<file path="src/rtl/acc_pkg.sv">
// Shared encodings for the accumulator core: opcodes, FSM states, default width.
package acc_pkg;

    localparam int unsigned DEFAULT_WIDTH = 16;

    localparam logic [1:0] OP_LOAD  = 2'b00;
    localparam logic [1:0] OP_ADD   = 2'b01;
    localparam logic [1:0] OP_SUB   = 2'b10;
    localparam logic [1:0] OP_CLEAR = 2'b11;

    localparam logic [1:0] S_IDLE = 2'b00;
    localparam logic [1:0] S_EXEC = 2'b01;
    localparam logic [1:0] S_HOLD = 2'b10;

endpackage

</file>
<file path="src/rtl/acc_alu.sv">
// Combinational accumulator ALU: LOAD/ADD/SUB/CLEAR with signed-overflow detect.
// Define ACC_SAT_EN to clamp overflowing ADD/SUB results instead of wrapping.
module acc_alu
    import acc_pkg::*;
#(
    parameter int unsigned WIDTH = DEFAULT_WIDTH
) (
    input  logic [WIDTH-1:0] accIn,
    input  logic [WIDTH-1:0] operand,
    input  logic [1:0]       op,
    output logic [WIDTH-1:0] result_c,
    output logic             ovf_c
);

    localparam int unsigned MSB = WIDTH - 1;

    logic [WIDTH-1:0] sum;
    logic [WIDTH-1:0] diff;
    logic             addOvf;
    logic             subOvf;
    logic [WIDTH-1:0] satVal;

    // Overflow only when the operand signs allow it and the result sign flips.
    always_comb begin
        sum    = accIn + operand;
        diff   = accIn - operand;
        addOvf = (accIn[MSB] == operand[MSB]) && (sum[MSB] != accIn[MSB]);
        subOvf = (accIn[MSB] != operand[MSB]) && (diff[MSB] != accIn[MSB]);
        satVal = accIn[MSB] ? {1'b1, {(WIDTH-1){1'b0}}} : {1'b0, {(WIDTH-1){1'b1}}};
    end

    always_comb begin
        result_c = accIn;
        ovf_c    = 1'b0;
        case (op)
            OP_LOAD:  result_c = operand;
            OP_ADD: begin
                ovf_c = addOvf;
`ifdef ACC_SAT_EN
                result_c = addOvf ? satVal : sum;
`else
                result_c = sum;
`endif
            end
            OP_SUB: begin
                ovf_c = subOvf;
`ifdef ACC_SAT_EN
                result_c = subOvf ? satVal : diff;
`else
                result_c = diff;
`endif
            end
            OP_CLEAR: result_c = '0;
        endcase
    end

`ifndef ACC_SAT_EN
    logic unusedSat;
    assign unusedSat = ^satVal;
`endif

endmodule

</file>
<file path="src/rtl/accumulator_core.sv">
// Handshaked accumulator: IDLE accepts a command, EXEC computes, HOLD presents the result.
// Saturating arithmetic is selected with the ACC_SAT_EN macro (see acc_alu).
module accumulator_core
    import acc_pkg::*;
#(
    parameter int unsigned WIDTH = DEFAULT_WIDTH
) (
    input  logic             CLK,
    input  logic             Reset,
    input  logic [WIDTH-1:0] InData,
    input  logic [1:0]       OP,
    input  logic             InValid,
    output logic             InReady,
    output logic [WIDTH-1:0] AccOut,
    output logic             OutValid,
    input  logic             OutReady,
    output logic             Ovf,
    output logic             Zero
);

    logic [1:0]       state;
    logic [1:0]       nextState;
    logic [WIDTH-1:0] dataReg;
    logic [1:0]       opReg;
    logic [WIDTH-1:0] aluResult;
    logic             aluOvf;
    logic             accept;

    acc_alu #(.WIDTH(WIDTH)) uAlu (
        .accIn    (AccOut),
        .operand  (dataReg),
        .op       (opReg),
        .result_c (aluResult),
        .ovf_c    (aluOvf)
    );

    assign accept = InValid && InReady;
    assign Zero   = (AccOut == '0);

    always_comb begin
        nextState = state;
        case (state)
            S_IDLE:  if (accept) nextState = S_EXEC;
            S_EXEC:  nextState = S_HOLD;
            S_HOLD:  if (OutReady) nextState = S_IDLE;
            default: nextState = S_IDLE;
        endcase
    end

    // Handshake flags are registered decodes of the next state.
    always_ff @(posedge CLK or posedge Reset) begin
        if (Reset) begin
            state    <= S_IDLE;
            InReady  <= 1'b1;
            OutValid <= 1'b0;
        end else begin
            state    <= nextState;
            InReady  <= (nextState == S_IDLE);
            OutValid <= (nextState == S_HOLD);
        end
    end

    always_ff @(posedge CLK or posedge Reset) begin
        if (Reset) begin
            dataReg <= '0;
            opReg   <= OP_LOAD;
            AccOut  <= '0;
            Ovf     <= 1'b0;
        end else begin
            if (accept) begin
                dataReg <= InData;
                opReg   <= OP;
            end
            if (state == S_EXEC) begin
                AccOut <= aluResult;
                Ovf    <= aluOvf;
            end
        end
    end

endmodule

</file>
<file path="config.mk">
export PLATFORM = sky130hd
export DESIGN_NAME = accumulator_core
export DESIGN_NICKNAME = d
export VERILOG_FILES = /design/src/rtl/acc_pkg.sv /design/src/rtl/acc_alu.sv /design/src/rtl/accumulator_core.sv
export SDC_FILE = /design/constraint.sdc
export NUM_CORES = 1
export LEC_CHECK = 0
export ABC_AREA = 1
export CELL_PAD_IN_SITES_DETAIL_PLACEMENT = 1
export CELL_PAD_IN_SITES_GLOBAL_PLACEMENT = 1
export CORE_ASPECT_RATIO = 1.75
export CORE_MARGIN = 2
export CORE_UTILIZATION = 30
export CTS_CLUSTER_SIZE = 10
export DETAILED_ROUTE_END_ITERATION = 8
export PLACE_DENSITY = 0.72
export SKIP_LAST_GASP = 1
export SYNTH_ARGS = -nofsm -noshare
export SYNTH_HDL_FRONTEND = slang
export SYNTH_SLANG_ARGS = --single-unit
</file>
<file path="constraint.sdc">
create_clock -name CLK -period 1.8 [get_ports CLK]
set_input_delay 0.54 -clock CLK [delete_from_list [all_inputs] [get_ports CLK]]
set_output_delay 0.54 -clock CLK [all_outputs]
set_load 0.01 [all_outputs]
</file>
==> results of run 1 <==
metrics by stage:
step	utilization (%)	setup WS, ns	cells	TNS [ns]	area, um^2
3_3_place_gp	41.39	-0.3758	906	-2.646	5117
2_1_floorplan	-	0.02260	615	0	3792
3_5_place_dp	41.39	-0.3621	906	-3.563	5117
6_report	48.19	-0.2309	932	-2.009	5958
4_1_cts	46.56	-0.2154	927	-1.411	5757
5_1_grt	48.19	-0.3190	932	-3.490	5958
final cells by class:
| cell class | count | share of cell area [%] |
|---|---|---|
| multi-input cells | 452 | 48.09 |
| clock inverters | 3 | 0.3360 |
| well taps | 168 | 3.528 |
| inverters | 103 | 6.573 |
| flip-flops and latches | 39 | 16.55 |
| clock buffers | 5 | 2.100 |
| repair buffers | 162 | 22.83 |
kinds of logic after synthesis:
kind of cell	count (synthesis)	synth area share, %
AND/OR/NAND/NOR	339	37.96
flip-flops	39	25.87
XOR/XNOR	2	0.4638
adder cells (fa/ha/maj)	35	11.99
buffers and inverters	124	13.05
AO/OA/AOI/OAI	76	10.67
worst max-delay path, cell delays in order (launching register included):
cell     delay [ns]
dfrtp_1        0.41
nor4_2         0.35
nand2_1        0.18
nor2_1         0.13
buf_2          0.14
state kept, by name, indices dropped and copies added, names as in the netlist:
signal and count:
OutValid 1, state 2, AccOut 16, dataReg 16, InReady 1, opReg 2
Ovf 1
worst paths after layout:
path,end
max,Zero
min,state[0]
max reg2reg,AccOut[6]
min reg2reg,state[0]
max in group asynchronous,InReady
min in group asynchronous,state[0]
cell usage after synthesis, types with 6 or more instances:
library cell,count
buf_2,7
nor2_1,39
nand3_1,62
o21ai_0,34
nand4_1,6
nand2_2,9
dfrtp_1,38
ha_1,33
clkbuf_1,9
inv_2,7
inv_1,94
a21oi_1,34
nand2_1,209
metal layers:
metal / up-vias / track usage (%) / wire length [um]
li1: 2214 / - / -
met3: 57 / 1.517 / 350
met2: 100 / 46.02 / 9057
met1: 2267 / 26.41 / 5893
met5: - / 0 / 0
met4: 0 / 11.33 / 867
what timing repair did:
item	CTS	global route
gates resized for setup	125	54
pin swaps	30	27
buffers inserted	13	5
setup endpoints to repair	33	20
==> metrics.csv, run 1 <==
stage;metric;value;unit
synth;synth_top_area_share;25.17;%
floorplanning;fp.dieW;88.83;um
worst_setup_path;critPathArrivalTime;1.49;ns
clock_network;cts_htree_levels;2;
floorplanning;row_count;54;
synth;async_flop_share;100.0;%
floorplanning;core;12360;um^2
final_layout;antenna_cells;0;
hold_path;worstHoldStart;state[1];
final_layout;multi_input_area;2865;um^2
final_layout;fin_nets;820;
final_layout;final-seq-area;985.9;um^2
clock_network;cts_tree;yes;
worst_setup_path;worst_setup_path_end_kind;output pin;
worst_setup_path;critPathKind;reg2out;
clock_network;clkSlewWorstSetupHoldPaths;0.06;ns
synth;synth_ff_type;dfrtp_1;
global_routing;grt_overflow_total;0;
status;violations;setup timing;
clock_network;cts_buffers;5;
sta;maxSlewViolCount;0;
synth;postSynthCellCount;615;
final_layout;drive_gt1_share;34.55;%
floorplanning;dieArea;13540;um^2
final_layout;final_common_cell;nand2_1;
synth;ys_ff_latch;39;
synth;synthTopCellsByArea;dfrtp_1 25%, nand2_1 21%, ha_1 11%;
sta;setup_viol;15;
global_routing;antenna_found_initial;0;
sta;rsz0062_at_grt;true;
synth;yosysSeqAreaShare;25.87;%
detailed_routing;drt_pre_antenna_iters;4;
detailed_routing;wl_per_cell;17.35;um
worst_setup_path;cp-startpoint;AccOut[14];
global_routing;grt_max_degree;36;
sta;slew_headroom;70.29;%
sta;tightest_slew;0.4440;ns
detailed_routing;drtIter0Drc;146;
placed_design;gp_congestion;0.8748;
clock_network;postCtsHoldBufs;0;
global_routing;grt_pass1_wl;25.67;mm
job;drv_cap;0;
worst_setup_path;path_max_fanout;2;
detailed_routing;finalWirelength;16.17;mm
floorplanning;initial_core_util;30.55;%
clock_network;clock-root-buffer;clkbuf_16;
floorplanning;ioPinCount;42;
global_routing;grt_pass1_vias;5084;
sta;finalCritPeriodShare;112.8;%
final_layout;layout_common_cells;185 x nand2_1, 108 x buf_4, 84 x inv_1;
final_layout;fillerInstances;1579;
synth;yosysTopAreaCell;dfrtp_1;
sta;period_needed;2.031;ns
placed_design;dp_hpwl;11.56;mm
sta;worst_clock_skew;0.004966;ns
hold_path;hold_depth;1;
sta;holdWs;0.4870;ns
synth;ys_warn_count;0;
detailed_routing;vias;4638;
worst_setup_path;r2r_slack;-0.22;ns
sta;hold_viol_final;0;
detailed_routing;drc;0;
final_layout;area_growth;57.73;%
worst_setup_path;r2r_cells;11;
detailed_routing;vias_per_cell;4.976;
worst_setup_path;cp-start-kind;flop;
synth;syn_avg_cell_area;6.142;um^2
sta;max_freq;492.4;MHz
synth;synth_area;3777;um^2
clock_network;cts.sinks;39;
worst_setup_path;crit_required;1.26;ns
sta;layout_setup_ws;-0.2309;ns
hold_path;hold_class;reg2reg;
clock_network;cts_buffer_depth;2;
synth;synth_cell_type_count;30;
clock_network;clock_latency;0.29;ns
worst_setup_path;r2r-start;AccOut[0];
detailed_routing;antenna_left;0;
placed_design;io_buffer_count;41;
global_routing;track_usage;24.43;%
floorplanning;die_y;152.4;um
synth;synth_edf_count;0;
synth;synth_nets;672;
status;status;finished, violations left;
Power of run 1 is left out: the tool's default activity adds up to more than one toggle a clock period on the data nets, which glitch-free logic cannot reach.
==> inputs of run 2 (changes only) <==
CELL_PAD_IN_SITES_DETAIL_PLACEMENT = default   (was 1)
CELL_PAD_IN_SITES_GLOBAL_PLACEMENT = default   (was 1)
PLACE_DENSITY = 0.56   (was 0.72)
==> run 2 against run 1 <==
Against the previous run:
- the run still ends with setup timing left
- global-route usage decreased by 4.8 points
- non-clock buffer count down 23
- routed wire length down 20%
- first-iteration DRC count increased by 73%
- worst hold slack got worse by 0.0096 ns
- count of clock-buffer cells in the layout grew 1
- critical path type unchanged
- final area decreased by 3.9%
- via count fell by 7.0%
==> metrics.csv, run 2 (synthesis gave the netlist of run 1 again) <==
stage;metric;value;unit;change
final_layout;drive_gt1_share;31.58;%;-3.0 points
pwr;p_per_area;2260;nW/um^2;
sta;hold_viol_final;0;;unchanged
detailed_routing;vias_per_cell;4.745;;-4.7%
worst_setup_path;critPathKind;reg2out;;
worst_setup_path;critPathArrivalTime;1.46;ns;-0.03 ns
hold_path;hold_class;reg2reg;;
detailed_routing;drtIter0Drc;252;;+73%
global_routing;grt-busiest-layer;met2;;
global_routing;use_met3;1.571;%;+0.054 points
worst_setup_path;r2r_end;AccOut[8];;
status;violations;setup timing;;
sta;tightest_slew;0.4351;ns;-0.008905 ns
detailed_routing;wl_per_cell;14.31;um;-17%
job;drv_cap;0;;unchanged
sta;holdWs;0.4774;ns;-0.009551 ns
pwr;peakVddDrop;0.0009417;V;
clock_network;clock_latency;0.29;ns;about the same
clock_network;cts_buffers;5;;unchanged
floorplanning;die_y;152.4;um;unchanged
floorplanning;row_count;54;;unchanged
global_routing;antenna_found_initial;0;;unchanged
worst_setup_path;path_max_fanout;2;;unchanged
worst_setup_path;cp-start-kind;flop;;
final_layout;final_common_cell;nand2_1;;
global_routing;grt.met1_usage;21.96;%;-4.5 points
final_layout;top_regs;AccOut x16, dataReg x16;;
worst_setup_path;r2r_slack;-0.15;ns;+0.07 ns
sta;max_freq;501.2;MHz;+1.8%
final_layout;instances_no_fill;909;;-2.5%
sta;worst_clock_skew;0.003829;ns;-0.001137 ns
hold_path;hold_depth;1;;unchanged
sta;period_needed;1.995;ns;-0.03576 ns
floorplanning;core;12360;um^2;unchanged
hold_path;worstHoldStart;state[0];;
placed_design;gp_congestion;0.9044;;+3.4%
global_routing;grt_max_degree;36;;unchanged
sta;layout_setup_ws;-0.1952;ns;+0.03576 ns
final_layout;multi_input_area;2844;um^2;-0.74%
floorplanning;fp.dieW;88.83;um;unchanged
detailed_routing;antenna_left;0;;unchanged
final_layout;final-seq-area;983.4;um^2;-0.25%
global_routing;grt_overflow_total;0;;unchanged
hold_path;min_to;state[0];;
final_layout;fin_nets;797;;-2.8%
final_layout;layout_common_cells;182 x nand2_1, 92 x buf_4, 87 x inv_1;;
detailed_routing;vias;4313;;-7.0%
floorplanning;dieArea;13540;um^2;unchanged
worst_setup_path;crit_required;1.26;ns;about the same
sta;slew_headroom;70.96;%;+0.67 points
placed_design;dp_hpwl;10.03;mm;-13%
clock_network;clkSlewWorstSetupHoldPaths;0.06;ns;about the same
worst_setup_path;r2r_cells;13;;+2
sta;setup_viol;15;;unchanged
global_routing;track_usage;19.58;%;-4.8 points
final_layout;fillerInstances;1251;;-21%
sta;rsz0062_at_grt;true;;
global_routing;grt_pass1_wl;20.74;mm;-19%
final_layout;area_growth;51.61;%;
clock_network;cts_buffer_depth;2;;unchanged
clock_network;cts_htree_levels;2;;unchanged
sta;maxSlewViolCount;0;;unchanged
final_layout;final_util;46.32;%;-1.9 points
clock_network;clock-root-buffer;clkbuf_16;;
placed_design;dp_cells;890;;-1.8%
clock_network;cts.sinks;39;;unchanged
detailed_routing;drc;0;;unchanged
final_layout;antenna_cells;0;;unchanged
detailed_routing;finalWirelength;13.01;mm;-20%
detailed_routing;drt_pre_antenna_iters;5;;+1
sta;finalCritPeriodShare;110.8;%;-2.0 points
placed_design;io_buffer_count;41;;unchanged
floorplanning;initial_core_util;30.55;%;unchanged
worst_setup_path;worst_setup_path_end_kind;output pin;;
pwr;leakage;2.953;nW;
global_routing;grt_pass1_vias;4355;;-14%
placed_design;place_ws;-0.4004;ns;-0.03830 ns
status;status;finished, violations left;;
worst_setup_path;r2r-start;AccOut[0];;
sta;setup_tns;-1.195;ns;+0.8141 ns
clock_network;postCtsHoldBufs;0;;unchanged
floorplanning;ioPinCount;42;;unchanged
global_routing;grtUsageMet2;35.71;%;-10 points
clock_network;cts_tree;yes;;
run 2: cell types whose count changed in the layout (fill, tap and decap cells not counted), moves of 3 or more:
cell,previous run,this run
nor2_1,29,25
nand2_1,185,182
nor2_2,8,12
buf_4,108,92
a21oi_1,24,29
buf_6,10,4
ha_2,5,2
inv_1,84,87
a21oi_2,10,6
run 2: layout make-up:
| type | instances | area share [%] |
|---|---|---|
| flip-flops and latches | 39 | 17.17 |
| clock buffers | 6 | 2.250 |
| repair buffers | 139 | 20.23 |
| well taps | 168 | 3.671 |
| multi-input cells | 452 | 49.66 |
| inverters | 103 | 6.795 |
| clock inverters | 2 | 0.2185 |
run 2: routing by layer:
metal	vias up	wire [um]	share of wire [%]
li1	2167	-	-
met1	2029	5137	39
met2	89	7161	55
met3	28	301	2.3
met4	0	410	3.2
met5	-	0	0
run 2: how the worst max path moves through the flow:
stage	to	start	depth (start not counted)	slack (ns)
detailed placement	Zero	AccOut[3]	4	-0.40
global route	Zero	AccOut[11]	4	-0.26
finish	Zero	AccOut[11]	4	-0.20
floorplan	AccOut[12]	AccOut[0]	13	0.02
CTS	Zero	AccOut[6]	4	-0.18
global placement	Zero	AccOut[4]	4	-0.44
run 2: power breakdown:
| part | switching, mW | internal, mW |
|---|---|---|
| sequential | 0.358 | 1.29 |
| clock | 0.374 | 0.512 |
| combinational | 5.85 | 4.56 |
run 2: repair_timing:
| action | 4_1_cts | 5_1_grt |
|---|---|---|
| gates cloned | 0 | 0 |
| buffers inserted | 3 | 9 |
| pin swaps | 15 | 29 |
| resized for setup | 106 | 58 |
| endpoints found under the setup margin | 33 | 18 |
run 2: through the flow:
stage,total power [mW],instance area [um^2]
floorplan,6.574,3792
global placement,10.02,4985
detailed placement,10.13,4985
CTS,11.92,5419
global route,14.08,5727
finish,12.94,5727
run 2: critical path, cell delays in order, from the launching register on:
cell,delay [ns]
dfrtp_1,0.40
nor4_2,0.41
nand2_1,0.12
nor2_2,0.11
buf_2,0.13
No activity file was read; power rests on OpenSTA's default activity.
==> inputs of run 3 (changes only) <==
CORE_UTILIZATION = 23   (was 30)
PLACE_DENSITY = 0.47   (was 0.56)
==> run 3 against run 2 <==
Against the previous run:
- the flow still finishes with violations (setup timing)
- global-route usage shrank 3.9 points
- count of clock-buffer cells in the layout is the same
- register-to-register slack is essentially flat
- worst hold slack gained 0.0037 ns
- routed wire length grew 3.3%
- critical path depth grew 1
- sequential share of layout area shrank 1.3 points
- maximum frequency shrank 1.9%
- via count is essentially flat
- first-iteration DRC count shrank 42%
- highest routed layer unchanged
==> metrics.csv, run 3 (synthesis gave the netlist of run 1 again) <==
stage;metric;value;unit;change
status;status;finished, violations left;;
status;violations;setup timing;;
hold_path;hold_class;reg2reg;;
final_layout;final_common_cell;nand2_1;;
detailed_routing;drtIter0Drc;147;;-42%
global_routing;grt_overflow_total;0;;unchanged
worst_setup_path;critPathKind;reg2out;;
placed_design;dp_hpwl;10.61;mm;+5.8%
final_layout;layout_common_cells;159 x nand2_1, 108 x buf_4, 80 x inv_1;;
final_layout;area_growth;64.19;%;
global_routing;antenna_found_initial;0;;unchanged
clock_network;cts.sinks;39;;unchanged
worst_setup_path;r2r_slack;-0.16;ns;about the same
sta;setup_viol;14;;-1
detailed_routing;met1_length;5.007;mm;-2.5%
global_routing;grt_pass1_vias;4289;;-1.5%
floorplanning;initial_core_util;23.30;%;-7.3 points
detailed_routing;drt_pre_antenna_iters;5;;unchanged
sta;maxSlewViolCount;0;;unchanged
worst_setup_path;critPathArrivalTime;1.49;ns;+0.03 ns
sta;hold_viol_final;0;;unchanged
clock_network;postCtsHoldBufs;0;;unchanged
detailed_routing;wl_per_cell;14.11;um;-1.4%
placed_design;io_buffer_count;41;;unchanged
detailed_routing;drc;0;;unchanged
sta;slew_headroom;77.51;%;+6.6 points
sta;layout_setup_ws;-0.2337;ns;-0.03853 ns
job;drv_cap;0;;unchanged
detailed_routing;finalWirelength;13.44;mm;+3.3%
floorplanning;dieArea;17500;um^2;+29%
floorplanning;row_count;62;;+15%
sta;holdWs;0.4812;ns;+0.003733 ns
sta;period_needed;2.034;ns;+0.03852 ns
floorplanning;die_y;173.5;um;+14%
sta;tightest_slew;0.3370;ns;-0.09819 ns
worst_setup_path;cp-startpoint;AccOut[1];;
clock_network;cts_htree_levels;2;;unchanged
worst_setup_path;cp-start-kind;flop;;
global_routing;track_usage;15.71;%;-3.9 points
clock_network;cts_tree;yes;;
detailed_routing;wl_met2;7.693;mm;+7.4%
detailed_routing;route.met3.wl;282;um;-6.3%
clock_network;clock-root-buffer;clkbuf_16;;
clock_network;clock_latency;0.29;ns;about the same
sta;rsz0062_at_grt;true;;
detailed_routing;vias_per_cell;4.522;;-4.7%
worst_setup_path;worst_setup_path_end_kind;output pin;;
global_routing;grt_pass1_wl;21.28;mm;+2.6%
clock_network;cts_buffer_depth;2;;unchanged
detailed_routing;top_layer_used;met4;;
sta;max_freq;491.7;MHz;-1.9%
final_layout;antenna_cells;0;;unchanged
sta;setup_tns;-1.335;ns;-0.1401 ns
placed_design;gp_congestion;0.8435;;-6.7%
detailed_routing;antenna_left;0;;unchanged
detailed_routing;vias;4309;;-0.093%
floorplanning;fp.dieW;100.9;um;+14%
floorplanning;core;16210;um^2;+31%
final_layout;fin_nets;819;;+2.8%
worst_setup_path;r2r-start;AccOut[0];;
clock_network;cts_buffers;5;;unchanged
worst_setup_path;path_max_fanout;4;;+2
worst_setup_path;r2r_end;AccOut[8];;
sta;worst_clock_skew;0.002545;ns;-0.001284 ns
clock_network;clkSlewWorstSetupHoldPaths;0.06;ns;about the same
worst_setup_path;r2r_cells;13;;unchanged
global_routing;grt_max_degree;36;;unchanged
final_layout;drive_gt1_share;40.21;%;+8.6 points
placed_design;placedInstanceArea;5117;um^2;+2.7%
sta;finalCritPeriodShare;113.0;%;+2.1 points
floorplanning;ioPinCount;42;;unchanged
worst_setup_path;crit_required;1.26;ns;about the same
worst_setup_path;crit_end;Zero;;
placed_design;place_ws;-0.3362;ns;+0.06421 ns
final_layout;top_regs;AccOut x16, dataReg x16;;
final_layout;design_area;6202;um^2;+8.3%
==> run 3: routing by layer <==
metal	up-vias	GRT usage, %
li1	2217	-
met1	2008	16.22
met2	62	30.50
met3	22	1.573
met4	0	7.192
met5	-	0
==> run 3: worst max-delay path, cell delays in order, from the launching register on <==
cell     delay (ns)
dfrtp_2        0.43
buf_6          0.13
nor4_4         0.27
nand2_2        0.10
nor2_2         0.13
buf_2          0.14
==> run 3: repair_timing <==
action,CTS,global route
setup buffers,9,12
setup endpoints to repair,33,18
pin swaps,28,59
resized for setup,116,126
==> run 3: how the worst min path moves through the flow <==
stage / startpoint / cells after the start / to / slack (ns)
6_report: Ovf / 2 / Ovf / 0.48
5_1_grt: state[1] / 1 / state[0] / 0.52
4_1_cts: Ovf / 2 / Ovf / 0.49
3_5_place_dp: Ovf / 2 / Ovf / 0.47
3_3_place_gp: state[0] / 1 / state[0] / 0.47
2_1_floorplan: state[1] / 1 / state[0] / 0.44
==> run 3: cell type report <==
cell class                      count  area, um^2
Inverter                          103       391.6
Timing Repair Buffer              161        1364
Sequential cell                    39       985.9
Fill cell                        1722       10010
Multi-Input combinational cell    452        3092
Clock buffer                        6       128.9
Tap cell                          192       240.2
==> run 3: per-stage QoR <==
step	std cells	utilization, %
after floorplan	615	-
after global placement	926	31.56
after detailed placement	926	31.56
after CTS	941	35.14
after global routing	953	38.25
final	953	38.25
Power of run 3 is left out for the same reason.
